## src/rtl/cpu_types_pkg.sv

```systemverilog
// Shared CPU-side types: the machine word and the memory responder's state and owner encodings.
package cpu_types_pkg;

   typedef logic [31:0] word_t;

   typedef enum logic {
      IDLE,
      BUSY
   } memresp_state_t;

   typedef enum logic {
      OWNER_I,
      OWNER_D
   } mem_owner_t;

endpackage

```

## src/rtl/memory_responder_if.sv

```systemverilog
// Cache/RAM side bundle of the memory responder: icache and dcache handshakes plus the RAM port.
interface memory_responder_if;

   logic                 iREN;
   cpu_types_pkg::word_t iaddr;
   logic                 iwait;
   cpu_types_pkg::word_t iload;

   logic                 dREN;
   logic                 dWEN;
   cpu_types_pkg::word_t daddr;
   cpu_types_pkg::word_t dstore;
   logic                 dwait;
   cpu_types_pkg::word_t dload;

   logic                 ram_ren;
   logic                 ram_wen;
   cpu_types_pkg::word_t ram_addr;
   cpu_types_pkg::word_t ram_wdata;
   cpu_types_pkg::word_t ram_rdata;

   // master = the caches together with the RAM; slave = the responder sitting between them
   modport master (
      output iREN, iaddr, dREN, dWEN, daddr, dstore, ram_rdata,
      input  iwait, iload, dwait, dload, ram_ren, ram_wen, ram_addr, ram_wdata
   );

   modport slave (
      input  iREN, iaddr, dREN, dWEN, daddr, dstore, ram_rdata,
      output iwait, iload, dwait, dload, ram_ren, ram_wen, ram_addr, ram_wdata
   );

endinterface

```

## src/rtl/mem_grant_arb.sv

```systemverilog
// Priority and starvation decision: dcache first unless the icache has watched MAXD dcache grants in a row.
module mem_grant_arb
   import cpu_types_pkg::*;
#(
   parameter int MAXD = 4,
   localparam int STRK_W = $clog2(MAXD + 1)
) (
   input  logic              i_req,
   input  logic              d_req,
   input  logic [STRK_W-1:0] dstreak,
   output logic              grant_valid,
   output mem_owner_t        grant_owner,
   output logic [STRK_W-1:0] dstreak_next
);

   // The streak only grows while the icache is actually being passed over
   always_comb begin
      grant_valid  = 1'b0;
      grant_owner  = OWNER_D;
      dstreak_next = dstreak;
      if (d_req && (!i_req || (dstreak < STRK_W'(MAXD)))) begin
         grant_valid  = 1'b1;
         grant_owner  = OWNER_D;
         dstreak_next = i_req ? (dstreak + STRK_W'(1)) : '0;
      end else if (i_req) begin
         grant_valid  = 1'b1;
         grant_owner  = OWNER_I;
         dstreak_next = '0;
      end
   end

endmodule

```

## src/rtl/memory_responder.sv

```systemverilog
// Arbitrates icache fetches and dcache loads/stores onto one fixed-latency RAM port
// and returns a one-cycle wait-low completion pulse to whichever cache owned the access.
module memory_responder
   import cpu_types_pkg::*;
#(
   parameter int LAT  = 2,
   parameter int MAXD = 4
) (
   input logic              CLK,
   input logic              RST,
   memory_responder_if.slave bus
);

   localparam int CNT_W  = $clog2(LAT + 1);
   localparam int STRK_W = $clog2(MAXD + 1);

   memresp_state_t    state_q, state_d;
   mem_owner_t        owner_q, owner_d;
   logic [CNT_W-1:0]  cnt_q, cnt_d;
   logic [STRK_W-1:0] dstreak_q, dstreak_d;

   logic              grant_valid;
   mem_owner_t        grant_owner;
   logic [STRK_W-1:0] grant_dstreak;
   logic              done;

   mem_grant_arb #(.MAXD(MAXD)) u_arb (
      .i_req        (bus.iREN),
      .d_req        (bus.dREN | bus.dWEN),
      .dstreak      (dstreak_q),
      .grant_valid  (grant_valid),
      .grant_owner  (grant_owner),
      .dstreak_next (grant_dstreak)
   );

   assign done = (state_q == BUSY) && (cnt_q == '0);

   always_comb begin
      state_d   = state_q;
      owner_d   = owner_q;
      cnt_d     = cnt_q;
      dstreak_d = dstreak_q;
      case (state_q)
         IDLE: begin
            if (grant_valid) begin
               state_d   = BUSY;
               owner_d   = grant_owner;
               cnt_d     = CNT_W'(LAT - 1);
               dstreak_d = grant_dstreak;
            end
         end
         BUSY: begin
            if (cnt_q != '0) begin
               cnt_d = cnt_q - CNT_W'(1);
            end else begin
               state_d = IDLE;
            end
         end
         default: state_d = IDLE;
      endcase
   end

   always_ff @(posedge CLK) begin
      if (RST) begin
         state_q   <= IDLE;
         owner_q   <= OWNER_D;
         cnt_q     <= '0;
         dstreak_q <= '0;
      end else begin
         state_q   <= state_d;
         owner_q   <= owner_d;
         cnt_q     <= cnt_d;
         dstreak_q <= dstreak_d;
      end
   end

   // Strobes follow the owner's live request so a dropped request simply stops strobing
   always_comb begin
      bus.ram_ren   = 1'b0;
      bus.ram_wen   = 1'b0;
      bus.ram_addr  = '0;
      bus.ram_wdata = '0;
      if (state_q == BUSY) begin
         if (owner_q == OWNER_D) begin
            if (bus.dWEN) begin
               bus.ram_wen   = 1'b1;
               bus.ram_addr  = bus.daddr;
               bus.ram_wdata = bus.dstore;
            end else if (bus.dREN) begin
               bus.ram_ren  = 1'b1;
               bus.ram_addr = bus.daddr;
            end
         end else begin
            bus.ram_ren  = bus.iREN;
            bus.ram_addr = bus.iaddr;
         end
      end
   end

   always_comb begin
      bus.iwait = 1'b1;
      bus.dwait = 1'b1;
      bus.iload = '0;
      bus.dload = '0;
      if (done) begin
         if (owner_q == OWNER_I) begin
            bus.iwait = 1'b0;
            bus.iload = bus.ram_rdata;
         end else begin
            bus.dwait = 1'b0;
            bus.dload = bus.dWEN ? '0 : bus.ram_rdata;
         end
      end
   end

endmodule

```

## src/flat_wrapper.sv

```systemverilog
// flat-port wrapper written by rule: the top's interface ports become plain ports
module memory_responder_flat import cpu_types_pkg::*;
#(
   parameter int LAT  = 2,
   parameter int MAXD = 4
)
  (CLK, RST, bus_iREN, bus_iaddr, bus_dREN, bus_dWEN, bus_daddr, bus_dstore, bus_ram_rdata, bus_iwait, bus_iload, bus_dwait, bus_dload, bus_ram_ren, bus_ram_wen, bus_ram_addr, bus_ram_wdata);
  memory_responder_if bus_i ();
  input logic CLK;
  input logic RST;
  input wire logic [$bits(bus_i.iREN)-1:0] bus_iREN;
  input wire logic [$bits(bus_i.iaddr)-1:0] bus_iaddr;
  input wire logic [$bits(bus_i.dREN)-1:0] bus_dREN;
  input wire logic [$bits(bus_i.dWEN)-1:0] bus_dWEN;
  input wire logic [$bits(bus_i.daddr)-1:0] bus_daddr;
  input wire logic [$bits(bus_i.dstore)-1:0] bus_dstore;
  input wire logic [$bits(bus_i.ram_rdata)-1:0] bus_ram_rdata;
  output wire logic [$bits(bus_i.iwait)-1:0] bus_iwait;
  output wire logic [$bits(bus_i.iload)-1:0] bus_iload;
  output wire logic [$bits(bus_i.dwait)-1:0] bus_dwait;
  output wire logic [$bits(bus_i.dload)-1:0] bus_dload;
  output wire logic [$bits(bus_i.ram_ren)-1:0] bus_ram_ren;
  output wire logic [$bits(bus_i.ram_wen)-1:0] bus_ram_wen;
  output wire logic [$bits(bus_i.ram_addr)-1:0] bus_ram_addr;
  output wire logic [$bits(bus_i.ram_wdata)-1:0] bus_ram_wdata;
  assign bus_i.iREN = bus_iREN;
  assign bus_i.iaddr = bus_iaddr;
  assign bus_i.dREN = bus_dREN;
  assign bus_i.dWEN = bus_dWEN;
  assign bus_i.daddr = bus_daddr;
  assign bus_i.dstore = bus_dstore;
  assign bus_i.ram_rdata = bus_ram_rdata;
  assign bus_iwait = bus_i.iwait;
  assign bus_iload = bus_i.iload;
  assign bus_dwait = bus_i.dwait;
  assign bus_dload = bus_i.dload;
  assign bus_ram_ren = bus_i.ram_ren;
  assign bus_ram_wen = bus_i.ram_wen;
  assign bus_ram_addr = bus_i.ram_addr;
  assign bus_ram_wdata = bus_i.ram_wdata;
  memory_responder #(.LAT(LAT), .MAXD(MAXD)) u_core (.CLK(CLK), .RST(RST), .bus(bus_i));
endmodule
```

## config.mk

```make
export PLATFORM = sky130hd
export DESIGN_NAME = memory_responder_flat
export DESIGN_NICKNAME = d
export VERILOG_FILES = /design/src/rtl/cpu_types_pkg.sv /design/src/rtl/memory_responder_if.sv /design/src/rtl/mem_grant_arb.sv /design/src/rtl/memory_responder.sv /design/src/flat_wrapper.sv
export SDC_FILE = /design/constraint.sdc
export NUM_CORES = 1
export LEC_CHECK = 0
export CORE_AREA = 2 2 103 105
export DETAILED_ROUTE_END_ITERATION = 12
export DIE_AREA = 0 0 105 107
export DONT_BUFFER_PORTS = 1
export GPL_ROUTABILITY_DRIVEN = 0
export GPL_TIMING_DRIVEN = 0
export SYNTH_ARGS = -nofsm -noshare
export SYNTH_HDL_FRONTEND = slang
export SYNTH_SLANG_ARGS = --single-unit
```

## constraint.sdc

```tcl
create_clock -name CLK -period 1.95 [get_ports CLK]
set_input_delay 0.39 -clock CLK [delete_from_list [all_inputs] [get_ports CLK]]
set_output_delay 0.39 -clock CLK [all_outputs]
set_load 0.05 [all_outputs]
```

==> metrics <==
clock skew=approximately 0.0018 ns; Antenna Cells=0; Ports=about 270; failing checks=setup timing; vias in the first global route=1,623; antenna-violating nets left=0; Compound-Gate Fraction of Synth Area=27.2%; clock root buffer=clkbuf_8; area share of the largest cell type after synthesis=between 20% and 30%; Post-Synth Simple-Gate Area=slightly above 50%; relative slew slack=59.2%; TritonCTS clock tree=built; Core Util, Final=about 25%; DR WL/cell=22.2 µm; Synth warnings=0; Worst EP arrival=1.65 ns; Fill cells=1,099; initial core utilization=13.7%; final period utilization=105%; GRT overflow=0; Core Area=10,100 µm²; Post-Route WL=7720 µm; clock tree buffer depth=2; met1 Use GR=between 10% and 20%; IO Port Bufs=0; synthesized area=1390 µm²; Vias=1,623; CP endpoint kind=primary output; pins over their slew limit=0; routed vias/inst=4.66; reg2reg path depth=3; Critical R2R Launch=u_core.state_q; Synth Register Bits=7; GRT met2 Usage=20.3%; Non-Filler Instances=348; largest net degree at the start of global routing=11; CP startpoint kind=flip-flop; busiest layer in global routing=met2; min-delay src=RST; WS Path Type=flip-flop to primary output; total global-route track usage=a little under an eighth; DRT Pass-1 Iters=4; Remaining DRCs=0; Clk pin slew, worst setup/hold paths=0.04 ns; reg2reg setup slack=0.74 ns; Distinct cells, synth=29; DP Wirelength=6020 µm; largest family of logic cells by synthesized area=simple AND/OR/NAND/NOR gates; FP Rows=37; Max Cap Viol=0; Syn Area/Cell=7.11 µm²; Crit Reg-Reg Endpoint=u_core.cnt_q[1]; setup ws final=-0.0950 ns; Post-Synthesis Cells=between 150 and 200; Hold Crit Depth=1; PwrDens=518 nW/µm²; TritonCTS buffer count=3; Place WS=-0.349 ns; first-pass GRT wire length=10,200 µm; Critical Path RT=1.56 ns; Syn Nets=330; xor/xnor cell area share of the yosys netlist=0%; Total Nets Final=348; Die Wd=105 µm; die area=roughly 11,000 µm²; CP max FO=8; Area growth, synth to finish=81.6%; post-synthesis mux area share=0%; RSZ-0062 raised after global routing=true; Sink Count=7; Final setup viols=37; Hold EP=u_core.state_q; Placed Cells=approximately 330; Register Area=146 µm²; Worst-Margin Slew=0.609 ns; Post-Synth Adder-Cell Area=1.81%; Final Hold Viols=0; Die Height=107 µm; clock latency on the worst-skew pair=0.23 ns; worst vdd ir=approximately 0.00044 V; Seq/Total Area, Yosys=between 10% and 20%; GR Util met3=2.01%; Synth area leaders=and2_1 (29%), a22o_1 (20%), and3_1 (15%), dfxtp_1 (10%), buf_2 (2.5%); leakage=0.00109 µW; H-tree Lvls=1; layout cells sized above 1=84.0%; antenna violations before repair=0; status=complete, but fails checks; leading area contributor after synthesis=and2_1; maximum clock frequency=489 MHz; Multi-input gate area=roughly 1700 µm²; final hold slack=0.226 ns; worst hold path type=input port to flip-flop; initial drt markers=59; Period minus WS final=2.04 ns; Hold Buf Count CTS=0
## critical path: stages (launching register included)
cell	delay, ns
dfxtp_2	0.31
inv_2	0.07
ha_4	0.16
nand3_4	0.19
nor2_4	0.16
buf_12	0.16
clkbuf_16	0.14
and2_4	0.23
## synth_stat cells
library cell,n
nand2b_1,1
a21o_1,1
ha_1,2
inv_1,2
nand3b_1,1
nand2_1,4
and3_1,33
or4_4,1
nor2b_1,2
buf_2,7
and2_1,64
nand3_1,3
a21oi_1,3
a211oi_1,2
a21boi_0,1
nor3b_1,2
a22o_1,32
o21ba_1,1
nor2_4,1
a21oi_2,1
clkbuf_1,6
o21bai_1,1
buf_6,3
dfxtp_1,7
clkbuf_2,5
o21ba_2,1
nor3_1,1
o21ai_0,3
nor2_1,4
## layout by cell type, fill, tap and decap left out, types with 2 or more instances in the layout
cell type,n
inv_2,2
nor2_4,2
buf_8,7
a211oi_1,2
o21ai_0,3
nand3_1,2
and2_1,3
clkbuf_8,3
and2_2,11
buf_4,8
a22o_4,30
nor3b_1,2
clkbuf_2,3
nor2_1,3
dfxtp_1,4
buf_12,4
and3_4,32
a22o_2,2
nand2_1,3
dfxtp_2,2
clkbuf_4,3
a21oi_1,3
buf_6,7
and2_4,50
## through the flow
step	power, µW	cell area, µm²	setup TNS [ns]
after floorplan	785	1440	0
after global placement	843	1610	-20.01
after detailed placement	850	1610	-22.11
after CTS	1280	2470	-5.62
after global routing	1360	2520	-4.71
final	1300	2520	-2.24
## sequential cells by signal, indices dropped and copies added, names as in the netlist
name,flops
u_core.cnt_q,2
u_core.dstreak_q,3
u_core.owner_q,1
u_core.state_q,1
## per-layer routing
layer | vias to the layer above | part of all wire [%]
met5 | - | 0
met4 | 0 | 2.2
met3 | 12 | 5.2
met2 | 89 | 52
met1 | 793 | 40
li1 | 729 | -
## logic make-up after synthesis
| logic type | Yosys count |
|---|---|
| compound gates | 46 |
| fa+ha+maj | 2 |
| buf+inv | 23 |
| simple gates | 117 |
| flops | 7 |
## layout make-up
| cell class | count | share of cell area [%] |
|---|---|---|
| multi-input combinational | 165 | 68.7 |
| buffer | 20 | 8.60 |
| timing repair buffer | 14 | 8.05 |
| tap | 136 | 6.76 |
| sequential | 7 | 5.82 |
| clock buffer | 4 | 1.79 |
| inverter | 2 | 0.298 |
## how the worst max path moves through the flow
stage,startpoint,end,slack [ns],depth (start not counted)
finish,u_core.cnt_q[0],bus_dload[22],-0.09,7
global route,u_core.cnt_q[0],bus_dload[22],-0.17,7
CTS,u_core.cnt_q[0],bus_dload[3],-0.18,8
detailed placement,u_core.cnt_q[0],bus_dload[3],-0.35,7
global placement,u_core.state_q,bus_ram_addr[28],-0.34,4
floorplan,u_core.cnt_q[0],bus_dload[10],0.04,7
## what timing repair did
| action | in CTS | in global routing |
|---|---|---|
| buffers inserted | 8 | 2 |
| resized for setup | 243 | 23 |
| gates cloned | 4 | 0 |
| pin swaps | 55 | 15 |
| endpoints found under the setup margin | 127 | 105 |
## power by group
group | switching [µW] | internal (µW)
clock | 63.2 | 141
sequential | 10.1 | 154
combinational | 616 | 320
total | 689 | 616
(Power assumes the default switching activity.)
